## src/rtl/eigen_solve_2x2.sv

```systemverilog
// Iterative eigen-solver for a general 2x2 signed fixed-point matrix.
// Real or complex-conjugate roots via a restoring square root, plus unnormalised eigenvectors.
module eigen_solve_2x2 #(
  parameter int WIDTH = 16,
  parameter int FRAC  = 8
) (
  input  logic                          clk,
  input  logic                          rst,
  input  logic                          start,
  input  logic [1:0][1:0][WIDTH-1:0]    matrix,
  output logic                          busy,
  output logic                          done,
  output logic [1:0][WIDTH-1:0]         eigenvalues,
  output logic [WIDTH-1:0]              imag,
  output logic [1:0][1:0][WIDTH-1:0]    eigenvectors,
  output logic                          complex_roots,
  output logic                          sat
);

  localparam int NR = WIDTH + 1;      // root bits
  localparam int DW = 2 * WIDTH + 2;  // discriminant bits
  localparam int RW = NR + 2;         // partial remainder bits
  localparam int EW = WIDTH + 3;      // headroom for pre-saturation sums
  localparam int CW = $clog2(NR);
  localparam logic [CW-1:0]         LAST = CW'(NR - 1);
  localparam logic [WIDTH-1:0]      ONE  = WIDTH'(1 << FRAC);
  localparam logic signed [EW-1:0]  SMAX = EW'((1 << (WIDTH - 1)) - 1);
  localparam logic signed [EW-1:0]  SMIN = ~SMAX;

  typedef enum logic [2:0] {IDLE, LOAD, DISC, SQRT, VEC, DONE} state_t;

  typedef struct packed {
    logic             clip;
    logic [WIDTH-1:0] val;
  } sat_t;

  function automatic sat_t sat_f(input logic signed [EW-1:0] x);
    sat_t s;
    s.clip = 1'b0;
    s.val  = x[WIDTH-1:0];
    if (x > SMAX) begin
      s.clip = 1'b1;
      s.val  = SMAX[WIDTH-1:0];
    end else if (x < SMIN) begin
      s.clip = 1'b1;
      s.val  = SMIN[WIDTH-1:0];
    end
    return s;
  endfunction

  function automatic logic signed [EW-1:0] ext_w(input logic [WIDTH-1:0] x);
    return {{(EW - WIDTH){x[WIDTH-1]}}, x};
  endfunction

  state_t state_q, state_d;

  logic [WIDTH-1:0]        a_q, b_q, c_q, d_q;
  logic signed [WIDTH:0]   m_q, h_q;
  logic                    disc_neg_q;
  logic [DW-1:0]           rad_q;
  logic [RW-1:0]           rem_q;
  logic [NR-1:0]           root_q;
  logic [CW-1:0]           cnt_q;

  // ---------------- control ----------------
  always_ff @(posedge clk or posedge rst) begin
    // NOTE: every register is written with <= so all flops update from pre-edge values.
    if (rst) state_q <= IDLE;
    else     state_q <= state_d;
  end

  always_comb begin
    // NOTE: default first so no path through the case leaves state_d unassigned (no latch).
    state_d = state_q;
    unique case (state_q)
      IDLE:    if (start) state_d = LOAD;
      LOAD:    state_d = DISC;
      DISC:    state_d = SQRT;
      SQRT:    if (cnt_q == LAST) state_d = VEC;
      VEC:     state_d = DONE;
      DONE:    state_d = IDLE;
      default: state_d = IDLE;
    endcase
  end

  assign busy = (state_q != IDLE);
  assign done = (state_q == DONE);

  // ---------------- LOAD / DISC arithmetic ----------------
  logic signed [WIDTH:0]  sum_ad, dif_ad, m_d, h_d;
  logic signed [DW-1:0]   h_x, b_x, c_x, disc_d;
  logic [DW-1:0]          mag_d;

  assign sum_ad = {a_q[WIDTH-1], a_q} + {d_q[WIDTH-1], d_q};
  assign dif_ad = {a_q[WIDTH-1], a_q} - {d_q[WIDTH-1], d_q};
  assign m_d    = sum_ad >>> 1;
  assign h_d    = dif_ad >>> 1;

  assign h_x    = {{(DW - WIDTH - 1){h_q[WIDTH]}}, h_q};
  assign b_x    = {{(DW - WIDTH){b_q[WIDTH-1]}}, b_q};
  assign c_x    = {{(DW - WIDTH){c_q[WIDTH-1]}}, c_q};
  assign disc_d = h_x * h_x + b_x * c_x;
  assign mag_d  = disc_d[DW-1] ? -disc_d : disc_d;

  // ---------------- restoring square root, one root bit per cycle ----------------
  logic [RW-1:0] rem_sh, trial, rem_nx;
  logic [NR-1:0] root_nx;
  logic          ge;

  assign rem_sh  = {rem_q[RW-3:0], rad_q[DW-1:DW-2]};
  assign trial   = {root_q, 2'b01};
  // Top remainder bits are always clear; folding them in keeps the compare exact.
  assign ge      = (|rem_q[RW-1:RW-2]) | (rem_sh >= trial);
  assign rem_nx  = ge ? (rem_sh - trial) : rem_sh;
  assign root_nx = {root_q[NR-2:0], ge};

  // ---------------- VEC result formation ----------------
  logic signed [EW-1:0] m_e, r_e;
  sat_t lam0, lam1, mid, im_s, va0, va1, vd0, vd1;

  assign m_e  = {{(EW - WIDTH - 1){m_q[WIDTH]}}, m_q};
  assign r_e  = {2'b00, root_q};
  assign lam0 = sat_f(m_e - r_e);
  assign lam1 = sat_f(m_e + r_e);
  assign mid  = sat_f(m_e);
  assign im_s = sat_f(r_e);
  // Vector components use the already-saturated eigenvalues.
  assign va0  = sat_f(ext_w(lam0.val) - ext_w(a_q));
  assign va1  = sat_f(ext_w(lam1.val) - ext_w(a_q));
  assign vd0  = sat_f(ext_w(lam0.val) - ext_w(d_q));
  assign vd1  = sat_f(ext_w(lam1.val) - ext_w(d_q));

  logic [1:0][WIDTH-1:0]      ev_d;
  logic [WIDTH-1:0]           im_d;
  logic [1:0][1:0][WIDTH-1:0] vec_d;
  logic                       cr_d, sat_d;

  always_comb begin
    ev_d  = '0;
    im_d  = '0;
    vec_d = '0;
    cr_d  = 1'b0;
    sat_d = 1'b0;
    if (disc_neg_q) begin
      ev_d[0] = mid.val;
      ev_d[1] = mid.val;
      im_d    = im_s.val;
      cr_d    = 1'b1;
      sat_d   = mid.clip | im_s.clip;
    end else begin
      ev_d[0] = lam0.val;
      ev_d[1] = lam1.val;
      sat_d   = lam0.clip | lam1.clip;
      // eigenvectors[k][0] is x, eigenvectors[k][1] is y.
      if (b_q != '0) begin
        vec_d[0][0] = b_q;
        vec_d[0][1] = va0.val;
        vec_d[1][0] = b_q;
        vec_d[1][1] = va1.val;
        sat_d       = sat_d | va0.clip | va1.clip;
      end else if (c_q != '0) begin
        vec_d[0][0] = vd0.val;
        vec_d[0][1] = c_q;
        vec_d[1][0] = vd1.val;
        vec_d[1][1] = c_q;
        sat_d       = sat_d | vd0.clip | vd1.clip;
      end else if ($signed(a_q) <= $signed(d_q)) begin
        vec_d[0][0] = ONE;
        vec_d[1][1] = ONE;
      end else begin
        vec_d[0][1] = ONE;
        vec_d[1][0] = ONE;
      end
    end
  end

  // ---------------- datapath registers ----------------
  always_ff @(posedge clk or posedge rst) begin
    // NOTE: all state is reset so an aborted request leaves nothing stale behind.
    if (rst) begin
      a_q           <= '0;
      b_q           <= '0;
      c_q           <= '0;
      d_q           <= '0;
      m_q           <= '0;
      h_q           <= '0;
      disc_neg_q    <= 1'b0;
      rad_q         <= '0;
      rem_q         <= '0;
      root_q        <= '0;
      cnt_q         <= '0;
      eigenvalues   <= '0;
      imag          <= '0;
      eigenvectors  <= '0;
      complex_roots <= 1'b0;
      sat           <= 1'b0;
    end else begin
      unique case (state_q)
        IDLE: if (start) begin
          a_q <= matrix[0][0];
          b_q <= matrix[0][1];
          c_q <= matrix[1][0];
          d_q <= matrix[1][1];
        end
        LOAD: begin
          m_q <= m_d;
          h_q <= h_d;
        end
        DISC: begin
          disc_neg_q <= disc_d[DW-1];
          rad_q      <= mag_d;
          rem_q      <= '0;
          root_q     <= '0;
          cnt_q      <= '0;
        end
        SQRT: begin
          rad_q  <= {rad_q[DW-3:0], 2'b00};
          rem_q  <= rem_nx;
          root_q <= root_nx;
          cnt_q  <= cnt_q + 1'b1;
        end
        VEC: begin
          eigenvalues   <= ev_d;
          imag          <= im_d;
          eigenvectors  <= vec_d;
          complex_roots <= cr_d;
          sat           <= sat_d;
        end
        default: ;
      endcase
    end
  end

endmodule
```

## config.mk

```make
export PLATFORM = sky130hd
export DESIGN_NAME = eigen_solve_2x2
export DESIGN_NICKNAME = d
export VERILOG_FILES = /design/src/rtl/eigen_solve_2x2.sv
export SDC_FILE = /design/constraint.sdc
export NUM_CORES = 2
export LEC_CHECK = 0
export ABC_AREA = 1
export ABC_CLOCK_PERIOD_IN_PS = 11100
export CAP_MARGIN = 5
export CORE_UTILIZATION = 42
export CTS_BUF_LIST = sky130_fd_sc_hd__clkbuf_8 sky130_fd_sc_hd__clkbuf_16
export DETAILED_ROUTE_END_ITERATION = 8
export PLACE_DENSITY_LB_ADDON = 0.12
export SKIP_CTS_REPAIR_TIMING = 1
export SLEW_MARGIN = 10
export SYNTH_ARGS = -nofsm -noshare
export SYNTH_HDL_FRONTEND = slang
export SYNTH_SLANG_ARGS = --single-unit
```

## constraint.sdc

```tcl
create_clock -name clk -period 11.1 [get_ports clk]
set_clock_uncertainty 0.05 [all_clocks]
set_input_delay 2.22 -clock clk [delete_from_list [all_inputs] [get_ports clk]]
set_output_delay 2.22 -clock clk [all_outputs]
set_load 0.005 [all_outputs]
```

==> flow_metrics.env <==
export IMPL_outcome="completed"
export IMPL_n_fill_cell=9816
export IMPL_ys_warn_count=0
export IMPL_htreeDepth=2
export IMPL_synthFlopType="dfrtp_1"
export IMPL_yosysSeqAreaShare_pct=17.7
export IMPL_hold_viol=0
export IMPL_cp_max_fo=41
export IMPL_clkTransAtPathRegs_ps=60
export IMPL_end_kind="flip-flop"
export IMPL_cts_made_buffers=38
export IMPL_min_period_ps=8510
export IMPL_criticalPathCategory="reg2reg"
export IMPL_multi_input_area_um2=28300
export IMPL_synth_area_leaders="fa_1 (28%), dfrtp_1 (18%), nand2_1 (12%)"
export IMPL_core_um2=96600
export IMPL_overflow=0
export IMPL_clk_insertion_delay_late_ps=580
export IMPL_drt_total_wl_um=136000
export IMPL_cts_root_buf="clkbuf_16"
export IMPL_netlist_instances=5382
export IMPL_grt_usage_pct=27.9
export IMPL_whs_path_depth=2
export IMPL_cap_violations=0
export IMPL_drt_initial_drc_count=3054
export IMPL_tritoncts="yes"
export IMPL_slew_headroom_pct=22.7
export IMPL_synth_nets=6316
export IMPL_fin_tns_setup_ps=0
export IMPL_fp_dieH_um=314
export IMPL_hp_start="eigenvectors[8]"
export IMPL_die_w_um=314
export IMPL_ff2ff_path_depth=27
export IMPL_dp_hpwl_um=111000
export IMPL_ys_ff_latch=289
export IMPL_reg2reg_from="b_q[15]"
export IMPL_via_count=34900
export IMPL_area_delta_synth_final_pct=10.3
export IMPL_die_area_um2=98600
export IMPL_fin_nets=6373
export IMPL_avgSynthCellArea_um2=7.60
export IMPL_synthArstFlopShare_pct=100
export IMPL_start_util_pct=42.3
export IMPL_viasPerCell=5.18
export IMPL_avgRoutedWirePerCell_um=20.2
export IMPL_grt_max_degree=139
export IMPL_seq_area_um2=7230
export IMPL_antenna_found_initial=1
export IMPL_diodes=0
export IMPL_drive_above_1_share_pct=2.78
export IMPL_maxSlewViolCount=0
export IMPL_hp_class="reg2reg"
export IMPL_grt_pass1_vias=34700
export IMPL_synth_top_cell_area_share_pct=27.7
export IMPL_yosysTopAreaCell="fa_1"
export IMPL_rows=114
export IMPL_r2r_setup_slack_ps=2590
export IMPL_start_kind="flip-flop"
export IMPL_cp_required_ps=11510
export IMPL_clock_fmax_mhz=118
export IMPL_grt_pass1_wl_um=210000
export IMPL_cts_buffer_depth=3
export IMPL_syn_area_um2=40900
export IMPL_drc=0
export IMPL_whs_endpoint="eigenvectors[8]"
export IMPL_r2r_end="rad_q[10]"
export IMPL_synth_edf_count=0
export IMPL_io_pins=183
export IMPL_drtPass1Iterations=6
export IMPL_rsz0062_at_grt="false"
export IMPL_report_final_setup_viol=0
export IMPL_ant_nets=0
export IMPL_synth_distinct_cells=48
export IMPL_arrival_ps=8910
export IMPL_io_buffers=182
export IMPL_gp_congestion=0.938
export IMPL_min_period_over_period_pct=76.6
export IMPL_worst_slew_pin_slew_ps=1160
export IMPL_cts_sinks=289
## final cells by class
type | count | share of cell area (%)
clock buffer | 45 | 2.35
inverter | 1230 | 10.3
sequential | 289 | 16.0
tap | 1276 | 3.54
clock inverter | 23 | 0.458
multi-input combinational | 3668 | 62.8
timing repair buffer | 212 | 4.57
## per-layer routing
metal  routed length (µm)  GRT usage [%]
met1                64400           41.8
met2                58300           41.7
met3                 9440           4.34
met4                 3780           7.39
met5                    0              0
## synthesized netlist by cell type (3+ instances only)
library cell,number
nand2_1,1341
inv_1,1226
fa_1,566
ha_1,301
dfrtp_1,289
a21oi_1,272
nor2_1,260
o21ai_0,244
nand3_1,191
clkbuf_1,139
xor2_1,79
nand4_1,47
xnor2_1,44
nor3_1,41
o22ai_1,41
o211ai_1,38
buf_2,27
o21bai_1,27
buf_1,25
a31oi_1,24
or2_2,22
a22o_1,21
o21ai_1,18
mux2_2,17
a21o_1,14
nor4_1,12
o21a_1,10
nand3b_1,9
o31ai_1,5
inv_2,4
o2111ai_1,4
a221oi_1,3
buf_4,3
## worst max-delay path: stages, from the launching register on
cell,delay [ps]
dfrtp_1,790
nand2_1,690
inv_1,330
fa_1,480
fa_1,520
inv_1,60
fa_1,530
fa_1,450
fa_1,560
inv_1,60
fa_1,490
inv_1,60
fa_1,480
fa_1,580
inv_1,60
ha_1,380
a21oi_1,170
o21a_1,130
nand2_1,50
a21oi_1,140
nand2_1,90
a21oi_1,260
nand3_1,110
nand2_1,90
buf_4,360
nand2_1,140
o21ai_0,180
o21bai_1,80
## cell families after synthesis
kind of cell | after synthesis | synth area share, %
other cells | 1 | 0.00917
fa+ha+maj | 867 | 36.9
xor+xnor | 123 | 2.63
compound gates | 728 | 10.0
simple gates | 1932 | 19.1
mux | 17 | 0.468
flops | 289 | 17.7
buf+inv | 1425 | 13.2
## placed cells by master, fill, tap and decap left out, drive strengths merged, types with 2 or more instances in the layout
| master | synthesis | final |
|---|---|---|
| o21bai | 27 | 27 |
| clkdlybuf4s50 | 0 | 182 |
| a21o | 14 | 14 |
| a221oi | 3 | 3 |
| nor4 | 13 | 13 |
| nand2 | 1343 | 1343 |
| ha | 301 | 301 |
| o21a | 10 | 10 |
| o2111ai | 4 | 4 |
| clkinv | 0 | 6 |
| a22o | 21 | 21 |
| mux2 | 17 | 17 |
| o211ai | 38 | 38 |
| nor2 | 262 | 262 |
| fa | 566 | 566 |
| a21oi | 272 | 272 |
| xnor2 | 44 | 44 |
| o22ai | 41 | 41 |
| and3 | 2 | 2 |
| a31oi | 24 | 24 |
| inv | 1230 | 1241 |
| o31ai | 5 | 5 |
| xor2 | 79 | 79 |
| nand4 | 47 | 47 |
| dfrtp | 289 | 289 |
| nand3b | 9 | 9 |
| nor3 | 41 | 41 |
| bufinv | 0 | 2 |
| clkbuf | 140 | 45 |
| or2 | 23 | 23 |
| clkinvlp | 0 | 4 |
| o21ai | 263 | 263 |
| nand3 | 191 | 191 |
| buf | 55 | 30 |
## flip-flops by register name, indices dropped and copies added, names as in the netlist
register	flops
eigenvectors	64
a_q	16
root_q	17
cnt_q	5
imag	16
eigenvalues	32
state_q	3
complex_roots	1
sat	1
c_q	16
b_q	16
disc_neg_q	1
rad_q	34
h_q	16
d_q	16
m_q	16
rem_q	19
## worst max path at each step
stage / startpoint / to / slack (ps) / cells past startpoint
floorplan: rst / a_q[0] / 850 / 1
global placement: b_q[15] / rad_q[23] / 2710 / 28
detailed placement: b_q[15] / rad_q[11] / 2610 / 27
CTS: b_q[15] / rad_q[11] / 2530 / 27
global route: c_q[0] / rad_q[11] / 2130 / 28
finish: b_q[15] / rad_q[10] / 2590 / 27
## metrics by stage
stage	hold slack [ps]	area, µm²	util (%)	cells	setup slack [ps]
final	425	45100	46.7	6743	2590
after global routing	441	45100	46.7	6743	2130
after CTS	432	45100	46.7	6743	2530
after detailed placement	416	43800	45.4	6675	2610
after global placement	412	43800	45.4	6675	2710
after floorplan	400	40900	-	5382	853
Power is left out: the tool's default activity adds up to more than one toggle a clock period on the data nets, which glitch-free logic cannot reach.
